[src/rtl/cache_pkg.sv]
// Shared types, field widths and address helpers for the 4-way phased cache controller.
package cache_pkg;

  localparam int TAG_W  = 26;
  localparam int IDX_W  = 2;
  localparam int OFF_W  = 4;
  localparam int LINE_W = 128;
  localparam int CTR_W  = 3;

  typedef enum logic [2:0] {
    ST_IDLE,
    ST_TAG,
    ST_DATA,
    ST_RESP,
    ST_WB,
    ST_FETCH,
    ST_LOAD
  } state_t;

  function automatic logic [TAG_W-1:0] addr_tag(input logic [31:0] addr);
    return addr[31:6];
  endfunction

  function automatic logic [IDX_W-1:0] addr_idx(input logic [31:0] addr);
    return addr[5:4];
  endfunction

  function automatic logic [OFF_W-1:0] addr_off(input logic [31:0] addr);
    return addr[3:0];
  endfunction

  // Keeps only the lowest set bit; all-zero input gives all-zero output.
  function automatic logic [3:0] lowest_one(input logic [3:0] v);
    logic [3:0] r;
    r = '0;
    for (int i = 3; i >= 0; i--) begin
      if (v[i]) begin
        r    = '0;
        r[i] = 1'b1;
      end
    end
    return r;
  endfunction

endpackage

[src/rtl/victim_select.sv]
// Combinational victim choice: lowest invalid way first, otherwise lowest way holding the minimum counter.
module victim_select
  import cache_pkg::*;
(
  input  logic [3:0]  valid,
  input  logic [11:0] ctr,
  output logic [3:0]  victim
);

  logic [CTR_W-1:0] min_ctr;
  logic [3:0]       invalid_ways;
  logic [3:0]       min_ways;

  always_comb begin
    min_ctr = '1;
    for (int w = 0; w < 4; w++) begin
      if (ctr[w*CTR_W +: CTR_W] < min_ctr) begin
        min_ctr = ctr[w*CTR_W +: CTR_W];
      end
    end
  end

  genvar gi;
  generate
    for (gi = 0; gi < 4; gi++) begin : g_way
      assign invalid_ways[gi] = ~valid[gi];
      assign min_ways[gi]     = (ctr[gi*CTR_W +: CTR_W] == min_ctr);
    end
  endgenerate

  assign victim = (|invalid_ways) ? lowest_one(invalid_ways) : lowest_one(min_ways);

endmodule

[src/rtl/phased_cache_ctrl.sv]
// Phased cache controller: tag lookup, then single-way data access; misses write back a dirty victim,
// fetch the line and fill-load the victim way before the data phase.
module phased_cache_ctrl
  import cache_pkg::*;
#(
  parameter int         WAYS     = 4,
  parameter logic [2:0] FILL_CTR = 3'b111
) (
  input  logic          clk,
  input  logic          reset,
  input  logic          req_valid,
  output logic          req_ready,
  input  logic          req_rw,
  input  logic [31:0]   req_addr,
  input  logic [7:0]    req_wdata,
  output logic          resp_valid,
  output logic          resp_hit,
  output logic [7:0]    resp_rdata,
  input  logic [103:0]  way_tag,
  input  logic [3:0]    way_valid,
  input  logic [3:0]    way_dirty,
  input  logic [11:0]   way_ctr,
  input  logic [511:0]  way_data,
  output logic [25:0]   tag_o,
  output logic [1:0]    index_o,
  output logic [3:0]    index_dec_o,
  output logic [3:0]    offset_o,
  output logic          cycle_en,
  output logic          rw,
  output logic [3:0]    hit_way,
  output logic [7:0]    byte_o,
  output logic [3:0]    dec,
  output logic [3:0]    load,
  output logic [25:0]   fill_tag,
  output logic [127:0]  fill_line,
  output logic          mem_req,
  output logic          mem_we,
  output logic [31:0]   mem_addr,
  output logic [127:0]  mem_wdata,
  input  logic          mem_ack,
  input  logic [127:0]  mem_rdata
);

  // One-hot selects are hard-wired to four ways; a zero fill counter would make new lines instant victims.
  if (WAYS != 4) begin : g_ways_chk
    $error("phased_cache_ctrl supports exactly 4 ways");
  end
  if (FILL_CTR == 3'b000) begin : g_fill_chk
    $error("FILL_CTR must be non-zero");
  end

  state_t state_reg, state_next;

  logic [TAG_W-1:0]  tag_reg;
  logic [IDX_W-1:0]  idx_reg;
  logic [OFF_W-1:0]  off_reg;
  logic              rw_reg;
  logic [7:0]        wdata_reg;
  logic [3:0]        way_sel_reg;
  logic              hit_flag_reg;
  logic [LINE_W-1:0] fill_line_reg;
  logic [7:0]        rdata_reg;

  logic [3:0]        match;
  logic [3:0]        dec_mask;
  logic [3:0]        victim;
  logic              victim_wb;
  logic              hit_any;
  logic [TAG_W-1:0]  sel_tag;
  logic [LINE_W-1:0] sel_line;

  genvar gi;
  generate
    for (gi = 0; gi < WAYS; gi++) begin : g_way
      assign match[gi]    = way_valid[gi] && (way_tag[gi*TAG_W +: TAG_W] == tag_reg);
      assign dec_mask[gi] = ~way_sel_reg[gi] & way_valid[gi] & (|way_ctr[gi*CTR_W +: CTR_W]);
    end
  endgenerate

  victim_select u_victim_select (
    .valid  (way_valid),
    .ctr    (way_ctr),
    .victim (victim)
  );

  assign hit_any   = |match;
  assign victim_wb = |(victim & way_valid & way_dirty);

  always_comb begin
    sel_tag  = '0;
    sel_line = '0;
    for (int w = 0; w < WAYS; w++) begin
      if (way_sel_reg[w]) begin
        sel_tag  = sel_tag  | way_tag[w*TAG_W +: TAG_W];
        sel_line = sel_line | way_data[w*LINE_W +: LINE_W];
      end
    end
  end

  always @(posedge clk) begin
    if (reset && state_reg == ST_TAG) begin
      assert ($onehot0(match)) else $error("phased_cache_ctrl: tag matched in more than one way");
    end
  end

  always_ff @(posedge clk or negedge reset) begin
    if (!reset) begin
      state_reg <= ST_IDLE;
    end else begin
      state_reg <= state_next;
    end
  end

  always_comb begin
    state_next = state_reg;
    case (state_reg)
      ST_IDLE:  if (req_valid) state_next = ST_TAG;
      ST_TAG: begin
        if (hit_any)        state_next = ST_DATA;
        else if (victim_wb) state_next = ST_WB;
        else                state_next = ST_FETCH;
      end
      ST_WB:    if (mem_ack) state_next = ST_FETCH;
      ST_FETCH: if (mem_ack) state_next = ST_LOAD;
      ST_LOAD:  state_next = ST_DATA;
      ST_DATA:  state_next = ST_RESP;
      ST_RESP:  state_next = ST_IDLE;
      default:  state_next = ST_IDLE;
    endcase
  end

  always_ff @(posedge clk or negedge reset) begin
    if (!reset) begin
      tag_reg       <= '0;
      idx_reg       <= '0;
      off_reg       <= '0;
      rw_reg        <= 1'b0;
      wdata_reg     <= '0;
      way_sel_reg   <= '0;
      hit_flag_reg  <= 1'b0;
      fill_line_reg <= '0;
      rdata_reg     <= '0;
    end else begin
      if (state_reg == ST_IDLE && req_valid) begin
        tag_reg   <= addr_tag(req_addr);
        idx_reg   <= addr_idx(req_addr);
        off_reg   <= addr_off(req_addr);
        rw_reg    <= req_rw;
        wdata_reg <= req_wdata;
      end
      if (state_reg == ST_TAG) begin
        way_sel_reg  <= hit_any ? lowest_one(match) : victim;
        hit_flag_reg <= hit_any;
      end
      if (state_reg == ST_FETCH && mem_ack) begin
        fill_line_reg <= mem_rdata;
      end
      if (state_reg == ST_DATA) begin
        rdata_reg <= rw_reg ? 8'h00 : sel_line[{off_reg, 3'b000} +: 8];
      end
    end
  end

  always_comb begin
    req_ready  = 1'b0;
    resp_valid = 1'b0;
    resp_hit   = 1'b0;
    resp_rdata = '0;
    cycle_en   = 1'b0;
    rw         = 1'b0;
    hit_way    = '0;
    byte_o     = '0;
    dec        = '0;
    load       = '0;
    mem_req    = 1'b0;
    mem_we     = 1'b0;
    mem_addr   = '0;
    mem_wdata  = '0;
    case (state_reg)
      ST_IDLE: req_ready = 1'b1;
      ST_WB: begin
        mem_req   = 1'b1;
        mem_we    = 1'b1;
        mem_addr  = {sel_tag, idx_reg, 4'b0000};
        mem_wdata = sel_line;
      end
      ST_FETCH: begin
        mem_req  = 1'b1;
        mem_addr = {tag_reg, idx_reg, 4'b0000};
      end
      ST_LOAD: load = way_sel_reg;
      ST_DATA: begin
        cycle_en = 1'b1;
        rw       = rw_reg;
        hit_way  = way_sel_reg;
        byte_o   = wdata_reg;
        dec      = dec_mask;
      end
      ST_RESP: begin
        resp_valid = 1'b1;
        resp_hit   = hit_flag_reg;
        resp_rdata = rdata_reg;
      end
      default: ;
    endcase
  end

  assign tag_o       = tag_reg;
  assign index_o     = idx_reg;
  assign offset_o    = off_reg;
  assign index_dec_o = (state_reg != ST_IDLE) ? (4'b0001 << idx_reg) : 4'b0000;
  assign fill_tag    = tag_reg;
  assign fill_line   = fill_line_reg;

endmodule

[config.mk]
export PLATFORM = sky130hd
export DESIGN_NAME = phased_cache_ctrl
export DESIGN_NICKNAME = d
export VERILOG_FILES = /design/src/rtl/cache_pkg.sv /design/src/rtl/victim_select.sv /design/src/rtl/phased_cache_ctrl.sv
export SDC_FILE = /design/constraint.sdc
export NUM_CORES = 1
export LEC_CHECK = 0
export CORE_AREA = 2 2 459 461
export DETAILED_ROUTE_END_ITERATION = 6
export DIE_AREA = 0 0 461 463
export PLACE_DENSITY = 0.31
export SYNTH_ARGS = -nofsm -noshare
export SYNTH_HDL_FRONTEND = slang
export SYNTH_SLANG_ARGS = --single-unit
[constraint.sdc]
create_clock -name clk -period 2.2 [get_ports clk]
set_input_delay 0.44 -clock clk [delete_from_list [all_inputs] [get_ports clk]]
set_output_delay 0.44 -clock clk [all_outputs]
set_load 0.02 [all_outputs]
### Yosys cells after proc, flatten, opt, wreduce, memory -nomap -nowiden

Index checks and enable logic that the tools add are counted.

| word-level totals | value |
|---|---|
| output and inout port bits | 385 |
| bits of input ports | 809 |
| bits in registers | 185 |

| cells by class | value |
|---|---|
| shift-type cells | 2 |
| reductions and logical operators | 17 |
| equality and inequality tests | 17 |
| order comparisons | 4 |
| bitwise gates (word level) | 24 |
| multiplexer cells | 48 |

Operator list:

| cell | count |
|---|---|
| 2-to-1 mux 128 bit | 5 |
| bitwise OR 128 bit | 3 |
| indexed part select 128 x 8 -> 8 bit | 1 |
| equality test 26 bit | 4 |
| 2-to-1 mux 26 bit | 4 |
| bitwise OR 26 bit | 3 |
| 2-to-1 mux 4 bit | 18 |
| case mux 32 bit (2 select lines) | 1 |
| 2-to-1 mux 3 bit | 8 |
| 2-to-1 mux 8 bit | 3 |
| case mux 3 bit (6 select lines) | 1 |
| equality test 3 bit | 4 |
| OR reduction 3 bit | 4 |
| OR reduction 4 bit | 3 |
| equality test 3 bit (second input constant) | 3 |
| < comparator 3 bit | 3 |
| AND 1 bit | 8 |
| AND 4 bit | 2 |
| 2-to-1 mux 1 bit | 8 |
| NOT 1 bit | 8 |
| equality test 3 x 2 -> 1 bit (second input constant) | 2 |
| logical AND 1 bit | 6 |
| != test 2 bit (second input constant) | 3 |
| left shift 1 x 2 -> 4 bit (first input constant) | 1 |
| other kinds (6) | 6 |

### Depth between registers and ports, before layout

Gate-level depths: netlist of the first run.

| depth | value |
|---|---|
| depth after elaboration | 20 |
| depth in mapped cells | 21 |

### Hierarchy

From an unflattened synthesis of the first run, not the netlist that was laid out.

| second synthesis, totals | value |
|---|---|
| cells, all modules | 1553 |
| area total of the unflattened synthesis | 14353.8 sq um |

Modules (own cells, without submodules):

| module | cells each | area an instance (sq um) | instances | seq. area each (sq um) |
|---|---|---|---|---|
| phased_cache_ctrl | 1467 | 13715.7 | 1 | 4629.4 |
| victim_select | 86 | 638.1 | 1 | 0.0 |

### Least setup slack after synthesis of the first run

No wires, ideal clock.

| timing | value |
|---|---|
| path kind | input port to flip-flop |
| start point | in way_ctr[2] |
| end point | reg way_sel_reg[3] |
| stages | 21 |
| arrival | 4.333 ns |
| slack | -2.225 ns |
| cell sequence | clkbuf_1 > ha_1 > nor2b_1 > o21a_1 > inv_1 > ha_1 > nor2b_1 > or4b_1 > or3_1 > nand3_1 > inv_1 > ha_1 > a21oi_1 > nor2_1 > nor2_1 > o31a_4 > mux2_4 > mux2i_2 > o41ai_2 > a41oi_1 > o31ai_2 |

| between the ends | value |
|---|---|
| longest elaborated chain between the ends | 15 |
| elaborated cells between the ends (all ways) | 18 |

Ends and longest elaborated chain:

| element | RTL line | text |
|---|---|---|
| start: declaration | phased_cache_ctrl.sv:22 | `input logic [11:0] way_ctr,` |
| < comparator 3 bit | victim_select.sv:17 | `if (ctr[w*CTR_W +: CTR_W] < min_ctr) begin` |
| 2-to-1 mux 3 bit | victim_select.sv:17 |  |
| < comparator 3 bit | victim_select.sv:17 |  |
| 2-to-1 mux 3 bit | victim_select.sv:17 |  |
| < comparator 3 bit | victim_select.sv:17 |  |
| 2-to-1 mux 3 bit | victim_select.sv:17 |  |
| < comparator 3 bit | victim_select.sv:17 |  |
| 2-to-1 mux 3 bit | victim_select.sv:17 |  |
| equality test 3 bit | victim_select.sv:27 | `assign min_ways[gi] = (ctr[gi*CTR_W +: CTR_W] == min_ctr);` |
| 2-to-1 mux 4 bit (3 in series) | cache_pkg.sv:37 | `if (v[i]) begin` |
| 2-to-1 mux 4 bit (*) | cache_pkg.sv:37 |  |
| 2-to-1 mux 4 bit (*) | victim_select.sv:31 | `assign victim = (\|invalid_ways) ? lowest_one(invalid_ways) : lowest_one(min_ways);` |
| 2-to-1 mux 4 bit (*) | phased_cache_ctrl.sv:152 | `way_sel_reg <= hit_any ? lowest_one(match) : victim;` |
| end signal: assignment | phased_cache_ctrl.sv:152 |  |
| end: declaration | phased_cache_ctrl.sv:59 | `logic [3:0] way_sel_reg;` |

Mark *: on every way between the ends. The rest lies on a longest branch, timed or not.
A chain may end at the register's enable or synchronous reset.

### Worst setup path in the final report of the first run

| timing | value |
|---|---|
| start point | in way_ctr[5] |
| end point | reg way_sel_reg[3] |

| between the ends | value |
|---|---|
| longest elaborated chain between the ends | 13 |
| elaborated cells between the ends (all ways) | 16 |

Ends and longest elaborated chain:

| element | RTL line |
|---|---|
| < comparator 3 bit | victim_select.sv:17 |
| 2-to-1 mux 3 bit | victim_select.sv:17 |
| < comparator 3 bit | victim_select.sv:17 |
| 2-to-1 mux 3 bit | victim_select.sv:17 |
| < comparator 3 bit | victim_select.sv:17 |
| 2-to-1 mux 3 bit | victim_select.sv:17 |
| equality test 3 bit | victim_select.sv:27 |
| 2-to-1 mux 4 bit (3 in series) | cache_pkg.sv:37 |
| 2-to-1 mux 4 bit (*) | cache_pkg.sv:37 |
| 2-to-1 mux 4 bit (*) | victim_select.sv:31 |
| 2-to-1 mux 4 bit (*) | phased_cache_ctrl.sv:152 |

Marks and branches as above.

==> results.json, run 1 <==
{
  "violations": "setup timing",
  "fin_nets": 3899,
  "worstMarginPinSlew_ns": 0.637,
  "crit_family": "simple AND/OR/NAND/NOR gates",
  "rows": 168,
  "drtAntennaViolNets": 0,
  "cts_buffers": 17,
  "final_cell_mix": "clkdlybuf4s50_1 (971), buf_4 (393), buf_6 (214)",
  "max_freq_mhz": 244,
  "grt_start_max_net_pins": 52,
  "swShare": 0.473,
  "cts_tree": "yes",
  "period_needed_ns": 4.10,
  "pwr-share-seq": 0.114,
  "stdcell_area_um2": 40300,
  "wl_per_cell_um": 30.6,
  "cp_max_fo": 3,
  "synth_seq_cells": 185,
  "rsz0062_at_grt": "true",
  "yosysUniqueCellTypes": 63,
  "final_common_cell": "clkdlybuf4s50_1",
  "fin_util": 0.193,
  "io_buffers": 1189,
  "grt_pass1_vias": 21600,
  "async_flop_share": 1.00,
  "dieArea_um2": 213000,
  "drive_gt1_frac": 0.502,
  "cpPeakStageDelay_ns": 0.53,
  "clockPowerShare": 0.064,
  "status": "finished with violations",
  "yosysWarnings": 0,
  "cp_common_cell": "ha_4",
  "io_pins": 1194,
  "syn_inst": 1440,
  "fin_tns_setup_ns": -135.11,
  "die_width_um": 461,
  "grt_usage": 0.163,
  "drcViolationCount": 0,
  "p_comb_frac": 0.821,
  "slew_headroom": 0.575,
  "firstDrtPassIters": 7,
  "skew_ns": 0.0337,
  "cp.required_ns": 2.64,
  "largest_reg_flops": 128,
  "core_area_um2": 209000,
  "htree_levels": 4,
  "finalPower_uw": 59200,
  "p_int_uw": 31200,
  "insertion_delay_ns": 0.55,
  "fillers": 23200,
  "finalSetupViolCount": 257,
  "fp.dieH_um": 463,
  "cp_num_buf_inv": 3,
  "clk_pin_slew_ns": 0.09,
  "ys.flop_type": "dfrtp_1",
  "worst_path_max_delay_cell": "or4b_1",
  "overflow": 0,
  "worst_slack_ns": -1.90,
  "ys_seq_area_frac": 0.326,
  "max_cap_viol_count": 0,
  "p_leak_uw": 0.0154,
  "start_kind": "input pin",
  "num_vias": 20400,
  "hold_viol_final": 0,
  "drt-initial-drc-count": 1102,
  "cts_sinks": 185,
  "p_switching_uw": 28000,
  "clk_path_buf_depth": 2,
  "root_buffer": "clkbuf_16",
  "powerDensity_nw_per_um2": 1470,
  "totalWireLength_um": 181000,
  "path_cells": "buf_8 > ha_4 > nor2b_4 > o21a_1 > inv_2 > ha_4 > nor2b_4 > or4b_1 > or3_1 > nand3_2 > inv_2 > ha_4 > a21oi_2 > nor2_1 > nor2_1 > o31a_4 > mux2_4 > mux2i_4 > o41ai_2 > a41oi_1 > o31ai_2",
  "place_area_um2": 33400,
  "synth_edf_count": 0,
  "syn_avg_cell_area_um2": 9.87,
  "vias_per_cell": 3.44,
  "post_synth_instance_area_um2": 14200,
  "antenna_found_initial": 90,
  "slew_viol_final": 0,
  "area_growth_pct": 184,
  "irDropWorstVdd_mv": 0.665,
  "end_kind": "flop",
  "grt_pass1_wl_um": 229000,
  "arrival_ns": 4.54,
  "hpwl_um": 155000,
  "gp_congestion": 0.906,
  "min_path_type": "in2async",
  "critical_path_class": "in2reg",
  "fin_crit_sh": 1.87,
  "initial_core_util": 0.0681
}
-- cell families after synthesis --
kind of cell,after synthesis,share of synthesized area
other,1,0.000264
xor gates and xnor gates,108,0.0666
and+or+nand+nor,306,0.104
AOI/OAI and AO/OA,413,0.230
buffers and inverters,202,0.0615
adders and majority gates,9,0.00793
muxes,216,0.203
DFF,185,0.326
-- per-stage QoR --
| stage | hold WS, ns | worst slack [ns] | instances |
|---|---|---|---|
| detailed placement | 0.424 | -2.98 | 5681 |
| finish | 0.426 | -1.90 | 5931 |
| global placement | 0.426 | -2.96 | 5681 |
| floorplan | 0.144 | -2.16 | 1443 |
| CTS | 0.402 | -1.87 | 5877 |
| global route | 0.408 | -2.06 | 5910 |
-- cells in the mapped netlist (4+ instances only) --
master    number  area share
mux2_2       169        0.13
nor3_1        11      0.0039
a22o_1       128       0.079
a221oi_1     128       0.079
xnor2_1       75       0.046
buf_1         21      0.0055
nor2b_1        7      0.0031
nand4_1       22      0.0097
nor4b_1        5      0.0031
nand2b_1       8      0.0035
and2_1        26       0.011
a22oi_1       52       0.027
buf_4         30       0.016
nor3b_1        6      0.0032
clkbuf_1     135       0.036
nor2_1       168       0.044
o21ai_0       14      0.0049
ha_1           9      0.0079
o21bai_1       5      0.0026
nand2_1       17      0.0045
mux2i_1        4      0.0028
and3b_1        5      0.0031
xor2_1        33       0.020
dfrtp_1      185        0.33
mux4_2        40       0.063
a21oi_1       61       0.021
nor4_1        11      0.0048
inv_1         13      0.0034
and3_1         5      0.0022
-- power by group through the flow --
stage                     sequential, uW  combinational (uW)  clock (uW)
after detailed placement            6930               38700           0
after CTS                           6730               47300        4040
after global routing                6970               50700        4140
final                               6760               48600        3810
after floorplan                     7910               13500           0
after global placement              6900               38800           0
-- worst paths after layout --
kind | startpoint | to | slack, ns | depth (start not counted)
setup / recovery | way_ctr[5] | way_sel_reg[3]$_DFFE_PN0N_ | -1.90 | 21
hold / removal | reset | fill_line[70]$_DFFE_PN0P_ | 0.43 | 2
setup reg to reg | way_sel_reg[1]$_DFFE_PN0N_ | rdata_reg[2]$_DFFE_PN0P_ | -0.87 | 12
hold reg to reg | rdata_reg[5]$_DFFE_PN0P_ | rdata_reg[5]$_DFFE_PN0P_ | 0.49 | 2
max in group asynchronous | reset | offset_o[0]$_DFFE_PN0P_ | 1.04 | 3
min in group clk | req_wdata[2] | wdata_reg[2]$_DFFE_PN0P_ | 0.49 | 2
-- area by class of cell --
class	instances	area, um^2	area share
multi-input combinational	1056	12100	0.300
clock buffer	17	425	0.0105
tap	2805	3510	0.0870
sequential	185	4670	0.116
clock inverter	15	253	0.00626
inverter	14	57.6	0.00143
timing repair buffer	1807	19300	0.477
antenna	32	80.1	0.00198
-- what timing repair did --
item                       in CTS  in global routing
pin swaps                     127                178
gates cloned                   10                  5
buffers inserted              166                 60
gates resized for setup      1007                390
hold endpoints to repair       30                  0
hold buffers                    1                  0
setup endpoints to repair     309                313
-- per-layer routing --
layer / vias to the layer above / track usage / share of wire
li1: 8847 / - / -
met1: 10200 / 0.187 / 0.39
met2: 1041 / 0.297 / 0.50
met3: 244 / 0.0382 / 0.066
met4: 46 / 0.0451 / 0.038
met5: - / 0 / 0.0017
(Power assumes the default switching activity.)
==> run 2: changes to the inputs <==
--- a/config.mk
+++ b/config.mk
@@ -5,9 +5,10 @@
 export SDC_FILE = /design/constraint.sdc
 export NUM_CORES = 1
 export LEC_CHECK = 0
-export CORE_AREA = 2 2 459 461
+export ABC_AREA = 1
+export CORE_AREA = 2 2 460 462
 export DETAILED_ROUTE_END_ITERATION = 6
-export DIE_AREA = 0 0 461 463
+export DIE_AREA = 0 0 462 464
 export PLACE_DENSITY = 0.31
 export SYNTH_ARGS = -nofsm -noshare
 export SYNTH_HDL_FRONTEND = slang
==> run 2 against run 1 <==
Net effect:
- the flow still finishes with violations (setup timing)
- critical path depth rose by 9
- die area increased by 0.43%
- synthesized cell count grew 23%
- via count rose by 12%
- utilization up 0.80 points
- worst setup slack gained 0.96 ns
- clock-buffer cell count up 1
- first-iteration DRC count shrank 5.8%
- non-clock buffer count up 248
- worst hold slack better by 0.023 ns
- cell count increased by 9.9%
- synthesized area up 0.17%
- critical endpoint is now state_reg[0]$_DFFE_PN0P_
==> results.json, run 2 <==
{
  "status": "finished with violations",
  "violations": "setup timing",
  "worst_slack_ns": -0.947,
  "slew_headroom": 0.538,
  "powerDensity_nw_per_um2": 1360,
  "min_path_type": "in2async",
  "die_width_um": 462,
  "rows": 168,
  "insertion_delay_ns": 0.52,
  "synth-xor-area-share": 0.0185,
  "post_synth_instance_area_um2": 14200,
  "rsz0062_at_grt": "true",
  "htree_levels": 4,
  "cts_sinks": 185,
  "area_growth_pct": 196,
  "synth_top_family_by_area": "compound AO/OA/AOI/OAI gates",
  "cts_tree": "yes",
  "p_leak_uw": 0.0173,
  "vias_per_cell": 3.50,
  "max_freq_mhz": 318,
  "initial_core_util": 0.0680,
  "end_kind": "flop",
  "antenna_found_initial": 79,
  "final_cell_mix": "clkdlybuf4s50_1 (941), buf_4 (656), buf_6 (225)",
  "ys.flop_type": "dfrtp_1",
  "drtAntennaViolNets": 0,
  "synth_compound_area_frac": 0.303,
  "final_common_cell": "clkdlybuf4s50_1",
  "finalSetupViolCount": 206,
  "yosys-top-cells-count": "nor2_1 (276), dfrtp_1 (185), inv_1 (160)",
  "firstDrtPassIters": 5,
  "worstMarginPinSlew_ns": 0.693,
  "drive_gt1_frac": 0.478,
  "slew_viol_final": 0,
  "cp.required_ns": 2.62,
  "critical_path_class": "in2reg",
  "grt_usage": 0.161,
  "io_pins": 1194,
  "synth_edf_count": 0,
  "synth-simple-area-share": 0.146,
  "totalWireLength_um": 186000,
  "cp_max_fo": 5,
  "fin_tns_setup_ns": -114.03,
  "dieArea_um2": 214000,
  "yosysWarnings": 0,
  "ys_seq_area_frac": 0.325,
  "clk_pin_slew_ns": 0.09,
  "start_kind": "input pin",
  "gp_congestion": 0.857,
  "drt-initial-drc-count": 1038,
  "io_buffers": 1189,
  "core_area_um2": 209000,
  "arrival_ns": 3.56,
  "stdcell_area_um2": 42100,
  "grt_start_max_net_pins": 47,
  "irDropWorstVdd_mv": 0.610,
  "skew_ns": 0.0231,
  "synthMuxAreaShare": 0.103,
  "synth_seq_cells": 185,
  "async_flop_share": 1.00,
  "fp.dieH_um": 464,
  "fin_nets": 4503,
  "syn_inst": 1778,
  "cts_buffers": 17,
  "yosysTopAreaCell": "dfrtp_1",
  "wl_per_cell_um": 28.5,
  "hold_viol_final": 0,
  "synth_top_area_share": 0.325,
  "yosysUniqueCellTypes": 39,
  "largest_reg_flops": 128,
  "hpwl_um": 158000,
  "worst_path_max_delay_cell": "ha_1",
  "fin_crit_sh": 1.43,
  "synthAdderAreaFrac": 0.00791,
  "period_needed_ns": 3.15,
  "overflow": 0,
  "max_cap_viol_count": 0,
  "syn_avg_cell_area_um2": 8.00,
  "netlist_top_cells_area": "dfrtp_1 (33%), mux2_2 (10%), a221oi_1 (8.6%)",
  "cp_common_cell": "nand2_1",
  "grt_pass1_wl_um": 230000,
  "num_vias": 22800,
  "grt_pass1_vias": 23700,
  "clk_path_buf_depth": 2,
  "place_area_um2": 34500,
  "cpPeakStageDelay_ns": 0.27,
  "drcViolationCount": 0,
  "root_buffer": "clkbuf_16",
  "yosysMostFrequentCell": "nor2_1"
}
==> run 2: cell types whose count changed in the layout (fill, tap and decap cells not counted), sizes merged, moves of 46 or more <==
cell	change
o21ai	+113
xnor2	-69
a22oi	-46
o22ai	+85
nor2	+110
nand2	+100
inv	+146
buf	+241
==> run 2: repair_timing <==
action / 4_1_cts / 5_1_grt
hold endpoints to repair: 37 / 0
setup endpoints to repair: 375 / 377
gates resized for setup: 712 / 859
pin swaps: 53 / 190
setup buffers: 110 / 161
hold buffers: 1 / 0
gates cloned: 6 / 18
==> run 2: metrics by stage <==
step	instances	hold slack, ns	worst slack, ns	total power [uW]	utilization
after global placement	6198	0.487	-2.04	44300	0.165
after detailed placement	6198	0.491	-1.96	44200	0.165
final	6517	0.449	-0.947	57400	0.201
after CTS	6346	0.397	-0.891	51800	0.180
after floorplan	1781	0.144	-1.19	19300	-
after global routing	6504	0.470	-1.15	60300	0.201
==> run 2: critical path, delay by kind of cell <==
kind                       cells  cell delay (ns)
adders and majority gates      2             0.50
buffers and inverters          7             0.75
AOI/OAI and AO/OA              2             0.25
and+or+nand+nor               19             1.63
==> run 2: path summary, 6_finish.rpt <==
| kind | cells after the start | from | endpoint | slack, ns |
|---|---|---|---|---|
| min in group clk | 3 | req_addr[0] | offset_o[0]$_DFFE_PN0P_ | 0.49 |
| max in group asynchronous | 3 | reset | fill_tag[11]$_DFFE_PN0P_ | 0.96 |
| worst min-delay path | 2 | reset | fill_line[40]$_DFFE_PN0P_ | 0.45 |
| worst max-delay path | 30 | way_ctr[5] | state_reg[0]$_DFFE_PN0P_ | -0.95 |
| worst max register to register | 14 | way_sel_reg[1]$_DFFE_PN0N_ | rdata_reg[7]$_DFFE_PN0P_ | -0.77 |
| worst min register to register | 1 | fill_line[107]$_DFFE_PN0P_ | fill_line[107]$_DFFE_PN0P_ | 0.51 |
==> run 2: cell type report <==
class,instances,area [um^2]
repair buffers,2055,21100
flip-flops and latches,185,4660
inverters,166,681
clock inverters,13,155
fillers,23300,167000
clock buffers,18,429
multi-input cells,1260,11600
well taps,2805,3510
diodes,15,37.5
==> run 2: power by group <==
| group | leakage, uW | internal (uW) | switching (uW) |
|---|---|---|---|
| clock | 0.000280 | 1610 | 1840 |
| sequential | 0.00215 | 5140 | 1290 |
| combinational | 0.0149 | 23300 | 24200 |
==> run 2: cell families (layout without fill, tap and decap cells) <==
logic type,count (synthesis),after routing
mux,130,130
other cells,1,19
xor+xnor,30,30
simple gates,484,484
fa+ha+maj,9,9
buf+inv,336,2252
compound gates,603,603
flops,185,185
==> run 2: routing by layer <==
metal	up-vias	global-route usage	wire, um
met1	11200	0.170	68400
met3	228	0.0414	12100
met2	1017	0.316	100000
met5	-	0	314
met4	52	0.0322	4910
li1	10300	-	-
==> run 3: changes to the inputs <==
--- a/config.mk
+++ b/config.mk
@@ -6,10 +6,11 @@
 export NUM_CORES = 1
 export LEC_CHECK = 0
 export ABC_AREA = 1
-export CORE_AREA = 2 2 460 462
+export CORE_AREA = 2 2 458 460
 export DETAILED_ROUTE_END_ITERATION = 6
-export DIE_AREA = 0 0 462 464
-export PLACE_DENSITY = 0.31
+export DIE_AREA = 0 0 460 462
+export GPL_ROUTABILITY_DRIVEN = 1
+export PLACE_DENSITY = 0.3
 export SYNTH_ARGS = -nofsm -noshare
 export SYNTH_HDL_FRONTEND = slang
 export SYNTH_SLANG_ARGS = --single-unit
==> constraint.sdc (replaced) <==
create_clock -name clk -period 3.8 [get_ports clk]
set_input_delay 0.76 -clock clk [delete_from_list [all_inputs] [get_ports clk]]
set_output_delay 0.76 -clock clk [all_outputs]
set_load 0.02 [all_outputs]
==> run 3 against run 2 <==
Net effect:
- the run still ends with setup timing left
- critical endpoint is now mem_wdata[106]
- clock-buffer cell count down 1
- combinational power down 61%
- cell area shrank 24%
- critical path depth shrank 24
- worst hold slack worse by 0.22 ns
- global-route usage fell by 0.24 points
- total power is 57% lower
- non-clock buffer count fell by 620
- worst setup slack better by 0.93 ns
- die area down 0.86%
- largest power group unchanged
- sequential share of layout area up 3.5 points
==> results.json, run 3 (synthesis results as in run 2) <==
{
  "dp.cells": 5759,
  "wl_per_cell_um": 30.5,
  "finalSetupViolCount": 1,
  "final_common_cell": "clkdlybuf4s50_1",
  "multi_input_area_um2": 8580,
  "cts_tree": "yes",
  "hpwl_um": 154000,
  "area_growth_pct": 125,
  "clk_pin_slew_ns": 0.10,
  "arrival_ns": 3.05,
  "fin_cells": 5817,
  "finalPower_uw": 24400,
  "initial_core_util": 0.0684,
  "hold_viol_final": 0,
  "drive_gt1_frac": 0.170,
  "io_buffers": 1189,
  "min_path_type": "in2async",
  "critical_path_class": "reg2out",
  "fin_nets": 3883,
  "drcViolationCount": 0,
  "vias_per_cell": 3.51,
  "largest_reg_flops": 128,
  "totalWireLength_um": 177000,
  "grt_usage": 0.159,
  "fp.dieH_um": 462,
  "start_kind": "flop",
  "dieArea_um2": 213000,
  "grt_pass1_vias": 21600,
  "slew_viol_final": 0,
  "p_leak_uw": 0.0125,
  "drt-initial-drc-count": 1388,
  "worst_slack_ns": -0.0123,
  "grt_start_max_net_pins": 80,
  "core_area_um2": 208000,
  "antenna_found_initial": 94,
  "insertion_delay_ns": 0.55,
  "cts_buffers": 17,
  "drtAntennaViolNets": 0,
  "register_area_um2": 4650,
  "fin_crit_sh": 1.00,
  "violations": "setup timing",
  "status": "finished with violations",
  "skew_ns": 0.0289,
  "htree_levels": 4,
  "stdcell_area_um2": 32000,
  "overflow": 0,
  "cts_sinks": 185,
  "rows": 168,
  "fillers": 23800,
  "grt_pass1_wl_um": 223000,
  "worstMarginPinSlew_ns": 0.895,
  "cp.required_ns": 3.04,
  "powerDensity_nw_per_um2": 763,
  "clk_path_buf_depth": 2,
  "gp_congestion": 0.886,
  "max_cap_viol_count": 0,
  "end_kind": "output pin",
  "io_pins": 1194,
  "place_area_um2": 30900,
  "rr_worst_depth": 11,
  "die_width_um": 460,
  "firstDrtPassIters": 6,
  "period_needed_ns": 3.81,
  "slew_headroom": 0.397,
  "cp_max_fo": 51,
  "root_buffer": "clkbuf_16",
  "irDropWorstVdd_mv": 0.469,
  "max_freq_mhz": 262,
  "final_cell_mix": "clkdlybuf4s50_1 (1,129), nor2_1 (271), buf_4 (241)",
  "fin_util": 0.154,
  "num_vias": 20400
}
[run 3: changes by cell type in the layout (fill, tap and decap cells not counted), moves of 79 or more]
cell             previous run  this run
buf_4                     656       241
buf_6                     225         4
clkdlybuf4s50_1           941      1129
nor2_1                    131       271
buf_12                    134        28
a221oi_1                    9       104
nor2_2                     82         3
[run 3: power breakdown]
group,leakage [uW],internal [uW],switching [uW]
registers,0.00216,2950,1090
clock network,0.000297,900,1150
logic,0.0101,7510,10800
[run 3: path summary, 6_finish.rpt]
| path | startpoint | to | slack, ns |
|---|---|---|---|
| setup / recovery | way_sel_reg[2]$_DFFE_PN0N_ | mem_wdata[106] | -0.01 |
| max in group asynchronous | reset | fill_tag[5]$_DFFE_PN0P_ | 2.64 |
| setup reg to reg | way_sel_reg[0]$_DFFE_PN0N_ | rdata_reg[7]$_DFFE_PN0P_ | 0.64 |
| hold / removal | reset | fill_line[10]$_DFFE_PN0P_ | 0.23 |
| hold reg to reg | fill_line[7]$_DFFE_PN0P_ | fill_line[7]$_DFFE_PN0P_ | 0.51 |
| min in group clk | fill_line[7]$_DFFE_PN0P_ | fill_line[7]$_DFFE_PN0P_ | 0.51 |
[run 3: what timing repair did]
| action | 4_1_cts | 5_1_grt |
|---|---|---|
| setup endpoints to repair | 86 | 12 |
| buffers inserted | 2 | 5 |
| gates resized for setup | 66 | 29 |
| pin swaps | 2 | 16 |
| hold buffers | 0 | 0 |
[run 3: metal layers]
layer  vias to the layer above  track usage  share of wire
li1                       9094            -              -
met1                     10000        0.169           0.37
met2                      1030        0.302           0.53
met3                       218       0.0441          0.069
met4                        54       0.0462          0.027
met5                         -            0         0.0018
[run 3: per-stage QoR]
step | setup TNS, ns | hold WS [ns] | setup slack (ns)
CTS | 0 | 0.218 | 0.00612
floorplan | 0 | 0.464 | 0.0195
global route | -0.0758 | 0.243 | -0.0482
global placement | -3.84 | 0.487 | -0.875
detailed placement | -3.48 | 0.492 | -0.764
finish | -0.0123 | 0.234 | -0.0123
[run 3: cell type report]
class                   instances  area share
repair buffers               1435       0.439
flip-flops and latches        185       0.145
well taps                    2720       0.106
diodes                         19     0.00149
inverters                     166      0.0197
clock inverters                15     0.00591
multi-input cells            1260       0.269
clock buffers                  17      0.0133
[run 3: worst max-delay path: stages (launching register included)]
cell and delay, ns:
dfrtp_4 0.51, buf_12 0.17, buf_4 0.36, a221oi_2 0.37, buf_4 0.22, nor2_1 0.04
clkdlybuf4s50_1 0.58
